==> config.mk <==
export PLATFORM = sky130hd
export DESIGN_NAME = i2s_dac_tx
export DESIGN_NICKNAME = d
export VERILOG_FILES = /design/src/rtl/audio_pkg.sv /design/src/rtl/lrck_edge.sv /design/src/rtl/i2s_dac_tx.sv
export SDC_FILE = /design/constraint.sdc
export NUM_CORES = 1
export LEC_CHECK = 0
export ABC_AREA = 1
export BUFFER_PORTS_ARGS = -buffer_cell sky130_fd_sc_hd__buf_2
export CAP_MARGIN = 20
export CORE_ASPECT_RATIO = 1.75
export CORE_MARGIN = 3
export CORE_UTILIZATION = 35
export DETAILED_ROUTE_END_ITERATION = 7
export PLACE_DENSITY = 0.54
export SLEW_MARGIN = 5
export SYNTH_ARGS = -nofsm -noshare
export SYNTH_HDL_FRONTEND = slang
export SYNTH_SLANG_ARGS = --single-unit
==> constraint.sdc <==
create_clock -name i_clk -period 1.6 [get_ports i_clk]
set_input_delay 0.16 -clock i_clk [delete_from_list [all_inputs] [get_ports i_clk]]
set_output_delay 0.16 -clock i_clk [all_outputs]
set_load 0.01 [all_outputs]
==> src/rtl/audio_pkg.sv <==
// Shared types and helpers for the codec audio datapath (DAC transmit and ADC receive).
package audio_pkg;

  localparam int unsigned AUDIO_WIDTH = 16;

  typedef enum logic [1:0] {S_IDLE, S_DELAY, S_SHIFT, S_PAD} tx_state_e;
  typedef enum logic {CH_LEFT, CH_RIGHT} chan_e;

  function automatic logic [15:0] sat_inc16(input logic [15:0] v);
    return (v == 16'hFFFF) ? v : v + 16'd1;
  endfunction

endpackage

==> src/rtl/lrck_edge.sv <==
// Registers the codec LRCK and flags the cycle on which it changes level.
// A fall marks a left-channel start, a rise a right-channel start.
module lrck_edge (
  input  logic i_clk,
  input  logic i_rst_n,
  input  logic i_lrck,
  output logic o_left_start,
  output logic o_right_start
);

  logic lrck_d, lrck_q;

  always_comb lrck_d = i_lrck;

  always_ff @(posedge i_clk or negedge i_rst_n) begin
    if (!i_rst_n) lrck_q <= 1'b0;
    else          lrck_q <= lrck_d;
  end

  assign o_left_start  = lrck_q & ~i_lrck;
  assign o_right_start = ~lrck_q & i_lrck;

endmodule

==> src/rtl/i2s_dac_tx.sv <==
// I2S playback transmitter: one-frame holding register, LRCK-framed MSB-first serializer,
// frame-start pulse for the fetch pointer and a saturating underrun counter.
module i2s_dac_tx
  import audio_pkg::*;
#(
  parameter int unsigned DATA_WIDTH      = AUDIO_WIDTH,
  parameter int unsigned I2S_DELAY       = 1,
  parameter int unsigned UNDERRUN_REPEAT = 0
) (
  input  logic                  i_clk,
  input  logic                  i_rst_n,
  input  logic                  i_en,
  input  logic                  i_daclrck,
  input  logic [DATA_WIDTH-1:0] i_sample_l,
  input  logic [DATA_WIDTH-1:0] i_sample_r,
  input  logic                  i_valid,
  output logic                  o_ready,
  output logic                  o_dacdat,
  output logic                  o_frame_start,
  output logic                  o_underrun,
  output logic [15:0]           o_underrun_cnt
);

  localparam int unsigned CntW = $clog2(DATA_WIDTH + 1);

  logic left_start, right_start, transfer;

  tx_state_e             state_d, state_q;
  logic [DATA_WIDTH-1:0] hold_l_d, hold_l_q, hold_r_d, hold_r_q;
  logic                  hold_full_d, hold_full_q;
  logic [DATA_WIDTH-1:0] active_l_d, active_l_q, active_r_d, active_r_q;
  logic [DATA_WIDTH-1:0] shift_d, shift_q;
  logic [CntW-1:0]       bit_cnt_d, bit_cnt_q;
  logic                  dacdat_d, dacdat_q;
  logic                  frame_start_d, frame_start_q;
  logic                  underrun_d, underrun_q;
  logic [15:0]           underrun_cnt_d, underrun_cnt_q;
  chan_e                 start_ch;
  logic [DATA_WIDTH-1:0] start_data;

  lrck_edge u_lrck_edge (
    .i_clk         (i_clk),
    .i_rst_n       (i_rst_n),
    .i_lrck        (i_daclrck),
    .o_left_start  (left_start),
    .o_right_start (right_start)
  );

  assign o_ready  = i_en && !hold_full_q;
  assign transfer = i_valid && o_ready;

  always_comb begin
    state_d        = state_q;
    hold_l_d       = hold_l_q;
    hold_r_d       = hold_r_q;
    hold_full_d    = hold_full_q;
    active_l_d     = active_l_q;
    active_r_d     = active_r_q;
    shift_d        = shift_q;
    bit_cnt_d      = bit_cnt_q;
    dacdat_d       = dacdat_q;
    frame_start_d  = 1'b0;
    underrun_d     = 1'b0;
    underrun_cnt_d = underrun_cnt_q;
    start_ch       = left_start ? CH_LEFT : CH_RIGHT;
    start_data     = '0;

    if (!i_en) begin
      state_d     = S_IDLE;
      dacdat_d    = 1'b0;
      hold_full_d = 1'b0;
      bit_cnt_d   = '0;
    end else begin
      if (left_start) begin
        if (hold_full_q) begin
          active_l_d    = hold_l_q;
          active_r_d    = hold_r_q;
          hold_full_d   = 1'b0;
          frame_start_d = 1'b1;
        end else begin
          underrun_d     = 1'b1;
          underrun_cnt_d = sat_inc16(underrun_cnt_q);
          if (UNDERRUN_REPEAT == 0) begin
            active_l_d = '0;
            active_r_d = '0;
          end
        end
      end
      // A frame arriving on the left-start cycle lands in the holding register, never on air.
      if (transfer) begin
        hold_l_d    = i_sample_l;
        hold_r_d    = i_sample_r;
        hold_full_d = 1'b1;
      end

      // Any edge restarts the serializer, aborting a channel still in progress.
      if (left_start || (right_start && state_q != S_IDLE)) begin
        start_data = (start_ch == CH_LEFT) ? active_l_d : active_r_q;
        if (I2S_DELAY != 0) begin
          state_d   = S_DELAY;
          dacdat_d  = 1'b0;
          shift_d   = start_data;
          bit_cnt_d = '0;
        end else begin
          state_d   = S_SHIFT;
          dacdat_d  = start_data[DATA_WIDTH-1];
          shift_d   = start_data << 1;
          bit_cnt_d = CntW'(1);
        end
      end else begin
        unique case (state_q)
          S_IDLE: dacdat_d = 1'b0;
          S_DELAY, S_SHIFT: begin
            if (bit_cnt_q == CntW'(DATA_WIDTH)) begin
              state_d  = S_PAD;
              dacdat_d = 1'b0;
            end else begin
              state_d   = S_SHIFT;
              dacdat_d  = shift_q[DATA_WIDTH-1];
              shift_d   = {shift_q[DATA_WIDTH-2:0], 1'b0};
              bit_cnt_d = bit_cnt_q + CntW'(1);
            end
          end
          S_PAD:   dacdat_d = 1'b0;
          default: begin
            state_d  = S_IDLE;
            dacdat_d = 1'b0;
          end
        endcase
      end
    end
  end

  always_ff @(posedge i_clk or negedge i_rst_n) begin
    if (!i_rst_n) begin
      state_q        <= S_IDLE;
      hold_l_q       <= '0;
      hold_r_q       <= '0;
      hold_full_q    <= 1'b0;
      active_l_q     <= '0;
      active_r_q     <= '0;
      shift_q        <= '0;
      bit_cnt_q      <= '0;
      dacdat_q       <= 1'b0;
      frame_start_q  <= 1'b0;
      underrun_q     <= 1'b0;
      underrun_cnt_q <= '0;
    end else begin
      state_q        <= state_d;
      hold_l_q       <= hold_l_d;
      hold_r_q       <= hold_r_d;
      hold_full_q    <= hold_full_d;
      active_l_q     <= active_l_d;
      active_r_q     <= active_r_d;
      shift_q        <= shift_d;
      bit_cnt_q      <= bit_cnt_d;
      dacdat_q       <= dacdat_d;
      frame_start_q  <= frame_start_d;
      underrun_q     <= underrun_d;
      underrun_cnt_q <= underrun_cnt_d;
    end
  end

  assign o_dacdat       = dacdat_q;
  assign o_frame_start  = frame_start_q;
  assign o_underrun     = underrun_q;
  assign o_underrun_cnt = underrun_cnt_q;

endmodule

==> results of run 1 <==
==> what timing repair did <==
action,CTS,global route
hold buffers,1,1
endpoints found under the hold margin,19,1
setup endpoints to repair,0,18
resized for setup,0,5
buffers inserted,0,3
==> registers in the layout, summed over array words and instances (netlist names) <==
register            count
u_lrck_edge.lrck_q      1
state_q                 2
hold_l_q               16
hold_r_q               16
o_frame_start           1
o_underrun_cnt         16
active_r_q             16
o_dacdat                1
bit_cnt_q               5
shift_q                16
o_underrun              1
hold_full_q             1
==> worst max path at each step <==
stage | from | to | slack (ps) | depth (start not counted)
floorplan | o_underrun_cnt[0]$_DFFE_PN0P_ | o_underrun_cnt[8]$_DFFE_PN0P_ | 140 | 9
CTS | state_q[0]$_DFFE_PN0P_ | shift_q[0]$_DFFE_PN0P_ | 1 | 7
global route | bit_cnt_q[0]$_DFFE_PN0P_ | shift_q[0]$_DFFE_PN0P_ | -1 | 7
detailed placement | state_q[0]$_DFFE_PN0P_ | shift_q[0]$_DFFE_PN0P_ | 20 | 7
finish | bit_cnt_q[0]$_DFFE_PN0P_ | shift_q[0]$_DFFE_PN0P_ | 120 | 7
global placement | state_q[0]$_DFFE_PN0P_ | shift_q[0]$_DFFE_PN0P_ | 100 | 7
==> logic make-up (layout without fill, tap and decap cells) <==
group / after synthesis / count (layout)
and+or+nand+nor: 259 / 259
DFF: 92 / 92
AOI/OAI and AO/OA: 91 / 91
buffers and inverters: 86 / 155
xor gates and xnor gates: 8 / 8
adders and majority gates: 4 / 4
muxes: 4 / 4
==> stage by stage <==
stage	instance area, um2	worst slack, ps	hold slack [ps]
after floorplan	4400	139	-136
after global placement	4910	96.0	90.5
after detailed placement	4910	16.7	85.9
after CTS	5240	1.33	3.00
after global routing	5300	-1.28	44.8
final	5300	122	55.2
==> area by class of cell <==
cell class | count | share of cell area
clock buffers | 10 | 0.0451
clock inverters | 6 | 0.0146
inverters | 62 | 0.0439
multi-input cells | 366 | 0.329
flip-flops and latches | 92 | 0.434
well taps | 165 | 0.0390
repair buffers | 77 | 0.0935
==> critical path, cell delays in order (launching register included) <==
cell and delay [ps]:
dfrtp_1 400, inv_1 90, ha_1 180, nand3_1 140
nand3_1 190, o21ai_4 100, buf_4 150, o21ai_0 140
==> power breakdown <==
part / internal (uW) / total, uW / switching (uW)
clock: 1280 / 2210 / 924
combinational: 624 / 1490 / 864
sequential: 2810 / 3080 / 271
total: 4720 / 6780 / 2060
==> layout by cell type (no fill, tap or decap), types with 5 or more instances in the layout <==
cell type / instances
nand2_1: 171
dfrtp_1: 92
inv_1: 58
buf_2: 55
nor2_1: 49
o21ai_0: 46
a21oi_1: 31
buf_4: 16
nand3_1: 15
nand4_1: 9
clkbuf_16: 9
xor2_1: 8
o22ai_1: 6
nand2_2: 5
o21ai_2: 5
==> metal layers <==
layer	vias to the layer above	global-route usage	wire length (um)
met4	0	0.0518	138
met1	1652	0.166	4070
met5	-	0	0
li1	1834	-	-
met3	10	0.0229	283
met2	63	0.261	4900
==> metrics.cfg, run 1 <==
[timing]
hold_viol=0
slew-limit-headroom=0.776
final.min_clock_period_ps=1480
finalCritPeriodShare=0.924
fin_skew_ps=8.91
worst_slew_pin_slew_ps=336
drv_slew=0
fmax_ghz=0.677
finalSetupTns_ps=0
setup_viol=0

[logic_synthesis]
async_flop_share=1.00
yosysWarnings=0
synth_most_common_cell=nand2_1
synth_edf_count=0
synth_top_family_by_area=simple AND/OR/NAND/NOR gates
synth.mux.area_fraction=0.0102
syn_nets=585
yosys.area.top_type_share=0.523
synthCells=544
yosysTopAreaCell=dfrtp_1
synth.avg_cell_area_um2=8.09
synthFlopType=dfrtp_1
synth_xor_area_frac=0.0159
synth_common_cells=nand2_1, dfrtp_1, inv_1
synth_sequential_area_ratio=0.523
synth.distinct_cells=27
syn_area_um2=4400
synthSimpleGateAreaFrac=0.244
synth_compound_area_frac=0.112
ys_seq_elements=92
synthAdderAreaFrac=0.0114
synthTopCellsByArea=dfrtp_1, nand2_1, o21ai_0

[final_layout]
syn_to_final_growth_pct=20.3
fill_cells=1247
layout.cells.non_filler=778
num_antenna_cells=0
drive_gt1_frac=0.194
multi_input_area_um2=1750
seqCellArea_um2=2300
final_util=0.437
nets=649

[clock_tree]
cts_tree=yes
htree_levels=3
cts_buffers=9
clock-sinks=92
cts_buffer_depth=2
cts-root-buf=clkbuf_16
path_clk_slew_ps=70
clock_latency_ps=340

[worst_setup_path]
crit_arrival_ps=1730
crit_type=reg2reg
reg2reg_from=bit_cnt_q[0]$_DFFE_PN0P_
critPathCaptureType=register
r2r_end=shift_q[0]$_DFFE_PN0P_
cp-start-kind=register
regToRegSetupSlack_ps=120
critPathMaxFanout=3
r2r.worst_path.cells=7
required_ps=1850

[power_and_ir_drop]
ir_worst_vdd_mv=0.668
power.total_uw=6780
p_leak_uw=0.00270
power_density_nw_per_um2=1280

[floorplanning]
core_um2=12100
start_util=0.363
fp.dieH_um=154
dieArea_um2=14000
io_pins=57
core.rowCount=53
die_x_um=90.8

[placement]
place.gp.congestion=0.751
placed_cells=757
portBuffers=56
hpwlAfterDp_um=6920

[detailed_routing]
wl_per_cell_um=12.1
drtAntennaViolNets=0
dr.pass1.iters=5
remaining_drc_errors=0
num_vias=3559
dr.first_iter.drc_count=141
via_per_inst=4.57
wl_um=9390

[global_routing]
antenna_found_initial=0
grt_pass1_vias=3547
grt_pass1_wl_um=16300
grt_max_degree=58
gr-total-overflow=0
grt_usage=0.142

[hold_path]
whs_path_depth=2
hp-class=in2reg
holdCritStartpoint=i_sample_l[4]
worstHoldEndpoint=hold_l_q[4]$_DFFE_PN0P_

[status]
status=completed

[flow_run]
cap_viol_max_count=0

Note: power is estimated with default switching activity, not from simulation.
==> inputs of run 2 (changes only) <==
--- a/config.mk
+++ b/config.mk
@@ -13,6 +13,7 @@
 export CORE_UTILIZATION = 35
 export DETAILED_ROUTE_END_ITERATION = 7
 export PLACE_DENSITY = 0.54
+export SETUP_SLACK_MARGIN = 0.4
 export SLEW_MARGIN = 5
 export SYNTH_ARGS = -nofsm -noshare
 export SYNTH_HDL_FRONTEND = slang
==> run 2 against run 1 <==
Compared with the run above:
- maximum frequency is 1.1% lower
- design area increased by 23%
- global-route usage is 2.9 points higher
- sequential share of layout area fell by 8.0 points
- die area unchanged
- first-iteration DRC count down 9.9%
- combinational power is 46% higher
- critical path depth is 2 higher
- clock skew is essentially flat
- clock power fell by 6%
- setup slack got worse by 16 ps
==> metrics.cfg, run 2 (synthesis results as in run 1) <==
[clock_tree]
cts_buffers=9  ; unchanged
clock-sinks=92  ; unchanged
cts_tree=yes
path_clk_slew_ps=70  ; about the same
htree_levels=3  ; unchanged
cts_buffer_depth=2  ; unchanged
cts-root-buf=clkbuf_16
clock_latency_ps=340  ; about the same

[detailed_routing]
dr.pass1.iters=4  ; -1
num_vias=3966  ; +11%
dr.first_iter.drc_count=127  ; -9.9%
drtAntennaViolNets=0  ; unchanged
remaining_drc_errors=0  ; unchanged
wl_per_cell_um=14.6  ; +21%
via_per_inst=4.85  ; +6.1%
wl_um=12000  ; +27%

[global_routing]
grt_pass1_wl_um=19200  ; +17%
grt_max_degree=36  ; -38%
grt_usage=0.171  ; +0.0286
gr-total-overflow=0  ; unchanged
grt_pass1_vias=3951  ; +11%
antenna_found_initial=0  ; unchanged

[worst_setup_path]
required_ps=1870  ; +20 ps
critical_path.startpoint=state_q[1]$_DFFE_PN0P_
critPathMaxFanout=5  ; +2
reg2reg_from=state_q[1]$_DFFE_PN0P_
critPathCaptureType=register
cp-start-kind=register
crit_arrival_ps=1760  ; +30 ps
crit_type=reg2reg

[placement]
place_ws_ps=49.6  ; +32.9 ps
portBuffers=56  ; unchanged
hpwlAfterDp_um=7570  ; +9.3%
place.gp.congestion=0.808  ; +7.6%

[final_layout]
final_cell_mix=nand2_1, dfrtp_1, inv_1, buf_2
drive_gt1_frac=0.414  ; +0.220
syn_to_final_growth_pct=47.8
nets=688  ; +6.0%
fill_cells=1109  ; -11%
num_antenna_cells=0  ; unchanged
final_common_cell=nand2_1

[timing]
setup_ws_ps=106  ; -15.9 ps
worst_slew_pin_slew_ps=408  ; +71.3 ps
drv_slew=0  ; unchanged
slew-limit-headroom=0.728  ; -0.0475
setup_viol=0  ; unchanged
finalSetupTns_ps=0  ; unchanged
finalCritPeriodShare=0.934  ; +0.00992
hold_viol=0  ; unchanged
rsz0062_at_grt=true
fmax_ghz=0.669  ; -1.1%
final.min_clock_period_ps=1490  ; +15.9 ps
fin_skew_ps=9.39  ; +0.473 ps

[power_and_ir_drop]
ir_worst_vdd_mv=0.726  ; +8.7%
p_leak_uw=0.00315  ; +17%
power_density_nw_per_um2=1140  ; -11%

[floorplanning]
start_util=0.363  ; unchanged
io_pins=57  ; unchanged
core.rowCount=53  ; unchanged
dieArea_um2=14000  ; unchanged
core_um2=12100  ; unchanged
fp.dieH_um=154  ; unchanged
die_x_um=90.8  ; unchanged

[status]
status=completed

[hold_path]
holdCritStartpoint=i_sample_l[3]
hp-class=in2reg

[flow_run]
cap_viol_max_count=0  ; unchanged

## run 2: cell type report
cell class	count	area [um2]	share of cell area
Inverter	62	253	0.0388
Tap cell	165	206	0.0317
Timing Repair inverter	1	11.3	0.00173
Sequential cell	92	2310	0.355
Clock inverter	6	57.6	0.00885
Timing Repair Buffer	112	1010	0.156
Multi-Input combinational cell	369	2430	0.373
Clock buffer	10	229	0.0352
## run 2: stage by stage
step,hold slack (ps),std cells,util,area [um2],total power (uW)
6_report,47.0,817,0.536,6510,7390
2_1_floorplan,-136,544,-,4570,4160
5_1_grt,41.2,817,0.536,6510,7810
4_1_cts,34.0,804,0.496,6020,7120
3_5_place_dp,130,758,0.415,5040,4690
3_3_place_gp,121,758,0.415,5040,4630
## run 2: critical path: stages, from the launching register on
cell	delay (ps)
dfrtp_1	380
inv_2	80
ha_4	120
nand3b_1	140
nand2_4	100
buf_4	150
buf_12	130
nor2_4	130
nand2_2	90
o21ai_1	110
## run 2: worst paths after layout
kind	to	slack, ps	cells past startpoint
max in group asynchronous	hold_l_q[12]$_DFFE_PN0P_	770	3
setup reg to reg	bit_cnt_q[1]$_DFFE_PN0P_	110	9
hold reg to reg	shift_q[14]$_DFFE_PN0P_	490	2
min in group asynchronous	hold_l_q[5]$_DFFE_PN0P_	300	2
hold / removal	hold_l_q[3]$_DFFE_PN0P_	50	2
setup / recovery	bit_cnt_q[1]$_DFFE_PN0P_	110	9
## run 2: routing by layer
layer | vias to the layer above | GRT usage | wire [um]
met5 | - | 0 | 0
met4 | 0 | 0.0662 | 197
met3 | 14 | 0.0248 | 388
met2 | 88 | 0.321 | 6840
met1 | 1935 | 0.193 | 4540
li1 | 1929 | - | -
## run 2: timing repair
| item | CTS | global route |
|---|---|---|
| setup buffers | 21 | 11 |
| pin swaps | 20 | 18 |
| hold buffers | 2 | 0 |
| resized for setup | 87 | 105 |
| endpoints found under the setup margin | 82 | 94 |
| gates cloned | 7 | 2 |
| hold endpoints to repair | 27 | 0 |
## run 2: where the power goes
group / switching, uW / internal, uW
combinational: 1220 / 966
sequential: 318 / 2820
clock: 979 / 1090
total: 2510 / 4870
==> inputs of run 3 (changes only) <==
--- a/config.mk
+++ b/config.mk
@@ -7,11 +7,13 @@
 export LEC_CHECK = 0
 export ABC_AREA = 1
 export BUFFER_PORTS_ARGS = -buffer_cell sky130_fd_sc_hd__buf_2
-export CAP_MARGIN = 20
+export CAP_MARGIN = 10
 export CORE_ASPECT_RATIO = 1.75
 export CORE_MARGIN = 3
 export CORE_UTILIZATION = 35
+export CTS_BUF_LIST = sky130_fd_sc_hd__clkbuf_4
 export DETAILED_ROUTE_END_ITERATION = 7
+export GPL_ROUTABILITY_DRIVEN = 0
 export PLACE_DENSITY = 0.54
 export SETUP_SLACK_MARGIN = 0.4
 export SLEW_MARGIN = 5
==> run 3 against run 2 <==
Compared with the run above:
- die area stayed put
- maximum frequency increased by 2.4%
- total power decreased by 8.5%
- sequential share of layout area down 1.2 points
- count of clock-buffer cells in the layout is the same
- clock skew is 10 ps higher
- clock power is 39% lower
- non-clock buffer count rose by 42
- sequential power about the same
==> metrics.cfg, run 3 (synthesis results as in run 1) <==
[status]
status=completed

[power_and_ir_drop]
internal_power_uw=4330  ; -11%
p_comb_frac=0.353  ; +0.058
p_leak_uw=0.00322  ; +2.2%
seqPwrFrac=0.460  ; +0.036
power_density_nw_per_um2=1000  ; -12%
power_frac_clock=0.187  ; -0.093
switching_share=0.360  ; +0.0198
p_sw_uw=2430  ; -3.2%
ir_worst_vdd_mv=0.529  ; -27%
power.total_uw=6760  ; -8.5%

[final_layout]
syn_to_final_growth_pct=53.3
layout.cells.non_filler=860  ; +5.3%
final_cell_mix=nand2_1, dfrtp_1, inv_1
final_common_cell=nand2_1
drive_gt1_frac=0.405  ; -0.00921
final_util=0.556  ; +0.0201
nets=730  ; +6.1%

[worst_setup_path]
critical_path.startpoint=hold_full_q$_DFFE_PN0P_
r2r_end=o_underrun_cnt[8]$_DFFE_PN0P_
reg2reg_from=hold_full_q$_DFFE_PN0P_
crit_type=reg2reg
r2r.worst_path.cells=7  ; -2
critPathCaptureType=register
cp-start-kind=register
required_ps=1990  ; +120 ps
crit_arrival_ps=1850  ; +90 ps
regToRegSetupSlack_ps=140  ; +40 ps
critPathMaxFanout=8  ; +3
endpoint=o_underrun_cnt[8]$_DFFE_PN0P_

[floorplanning]
core_um2=12100  ; unchanged
core.rowCount=53  ; unchanged
dieArea_um2=14000  ; unchanged
die_x_um=90.8  ; unchanged
io_pins=57  ; unchanged
start_util=0.363  ; unchanged
fp.dieH_um=154  ; unchanged

[timing]
finalSetupTns_ps=0  ; unchanged
fin_skew_ps=19.4  ; +9.97 ps
drv_slew=0  ; unchanged
worst_slew_pin_slew_ps=409  ; +1.18 ps
finalCritPeriodShare=0.911  ; -0.0222
setup_viol=0  ; unchanged
rsz0062_at_grt=true
final.min_clock_period_ps=1460  ; -35.6 ps
fmax_ghz=0.686  ; +2.4%
slew-limit-headroom=0.728  ; -0.000787
hold_viol=0  ; unchanged
setup_ws_ps=142  ; +35.6 ps

[clock_tree]
path_clk_slew_ps=170  ; +100 ps
htree_levels=3  ; unchanged
cts_buffer_depth=2  ; unchanged
cts-root-buf=clkbuf_4
cts_buffers=9  ; unchanged
clock-sinks=92  ; unchanged
clock_latency_ps=450  ; +110 ps
cts_tree=yes

[global_routing]
grt_pass1_wl_um=19500  ; +2.0%
grt_max_degree=36  ; unchanged
grt_usage=0.175  ; +0.00382
gr-total-overflow=0  ; unchanged
grt_pass1_vias=4080  ; +3.3%
antenna_found_initial=1  ; +1

[hold_path]
hp-class=in2async

[detailed_routing]
via_per_inst=4.81  ; -0.98%
dr.first_iter.drc_count=183  ; +44%
dr.pass1.iters=4  ; unchanged
num_vias=4134  ; +4.2%
wl_um=12300  ; +3.2%
drtAntennaViolNets=0  ; unchanged
remaining_drc_errors=0  ; unchanged
wl_per_cell_um=14.4  ; -1.9%

[placement]
portBuffers=56  ; unchanged
placed_cells=758  ; unchanged
hpwlAfterDp_um=7570  ; unchanged
place_ws_ps=49.6  ; unchanged

[flow_run]
cap_viol_max_count=0  ; unchanged

run 3: cell types whose count changed in the layout (fill, tap and decap cells not counted), moves of 7 or more:
cell | before | now
dlygate4sd3_1 | 2 | 34
buf_6 | 16 | 27
buf_2 | 53 | 43
buf_4 | 24 | 34
clkbuf_4 | 0 | 10
nand2_1 | 140 | 150
o21ai_0 | 34 | 24
clkbuf_16 | 9 | 0
nand2_4 | 17 | 10
o21ai_2 | 9 | 16
run 3: worst min path at each step:
stage / slack [ps] / cells after the start / endpoint
floorplan: -140 / 0 / active_r_q[0]$_DFFE_PN0P_
global placement: 120 / 1 / bit_cnt_q[2]$_DFFE_PN0P_
detailed placement: 130 / 1 / hold_l_q[6]$_DFFE_PN0P_
CTS: 120 / 3 / hold_r_q[2]$_DFFE_PN0P_
global route: 150 / 3 / hold_r_q[2]$_DFFE_PN0P_
finish: 170 / 2 / shift_q[9]$_DFFE_PN0P_
run 3: what timing repair did:
item / CTS / global route
hold buffers: 34 / 0
endpoints found under the hold margin: 125 / 0
gates resized for setup: 91 / 112
cloned: 6 / 2
endpoints found under the setup margin: 97 / 104
pin swaps: 18 / 14
buffers inserted: 30 / 13
run 3: worst max-delay path, stage by stage (launching register included):
cell	delay, ps
dfrtp_2	470
buf_6	130
nor3_4	240
nand2_2	140
nand2_8	150
buf_12	170
nand2_4	50
o21ai_2	50
run 3: routing by layer:
layer / vias to the layer above / GRT usage / part of all wire
li1: 2012 / - / -
met1: 2009 / 0.192 / 0.37
met2: 93 / 0.337 / 0.58
met3: 20 / 0.0229 / 0.029
met4: 0 / 0.0655 / 0.022
met5: - / 0 / 0
run 3: area by class of cell:
class | count | area (um2)
fill | 1081 | 5390
multi-input combinational | 369 | 2380
sequential | 92 | 2310
timing repair buffer | 154 | 1460
inverter | 62 | 253
tap | 165 | 206
clock buffer | 10 | 75.1
clock inverter | 6 | 57.6
timing repair inverter | 1 | 6.26
antenna | 1 | 2.50
run 3: through the flow:
step / instance area, um2 / hold WS, ps
after global routing: 6750 / 147
after CTS: 6270 / 119
after floorplan: 4570 / -136
final: 6750 / 169
after detailed placement: 5040 / 130
after global placement: 5040 / 121
run 3: power by group through the flow:
stage	Combinational (uW)	Clock [uW]	Sequential [uW]
global route	2610	1390	3160
floorplan	1040	0	3130
global placement	1520	0	3120
finish	2390	1260	3110
detailed placement	1560	0	3130
CTS	2050	1310	3090
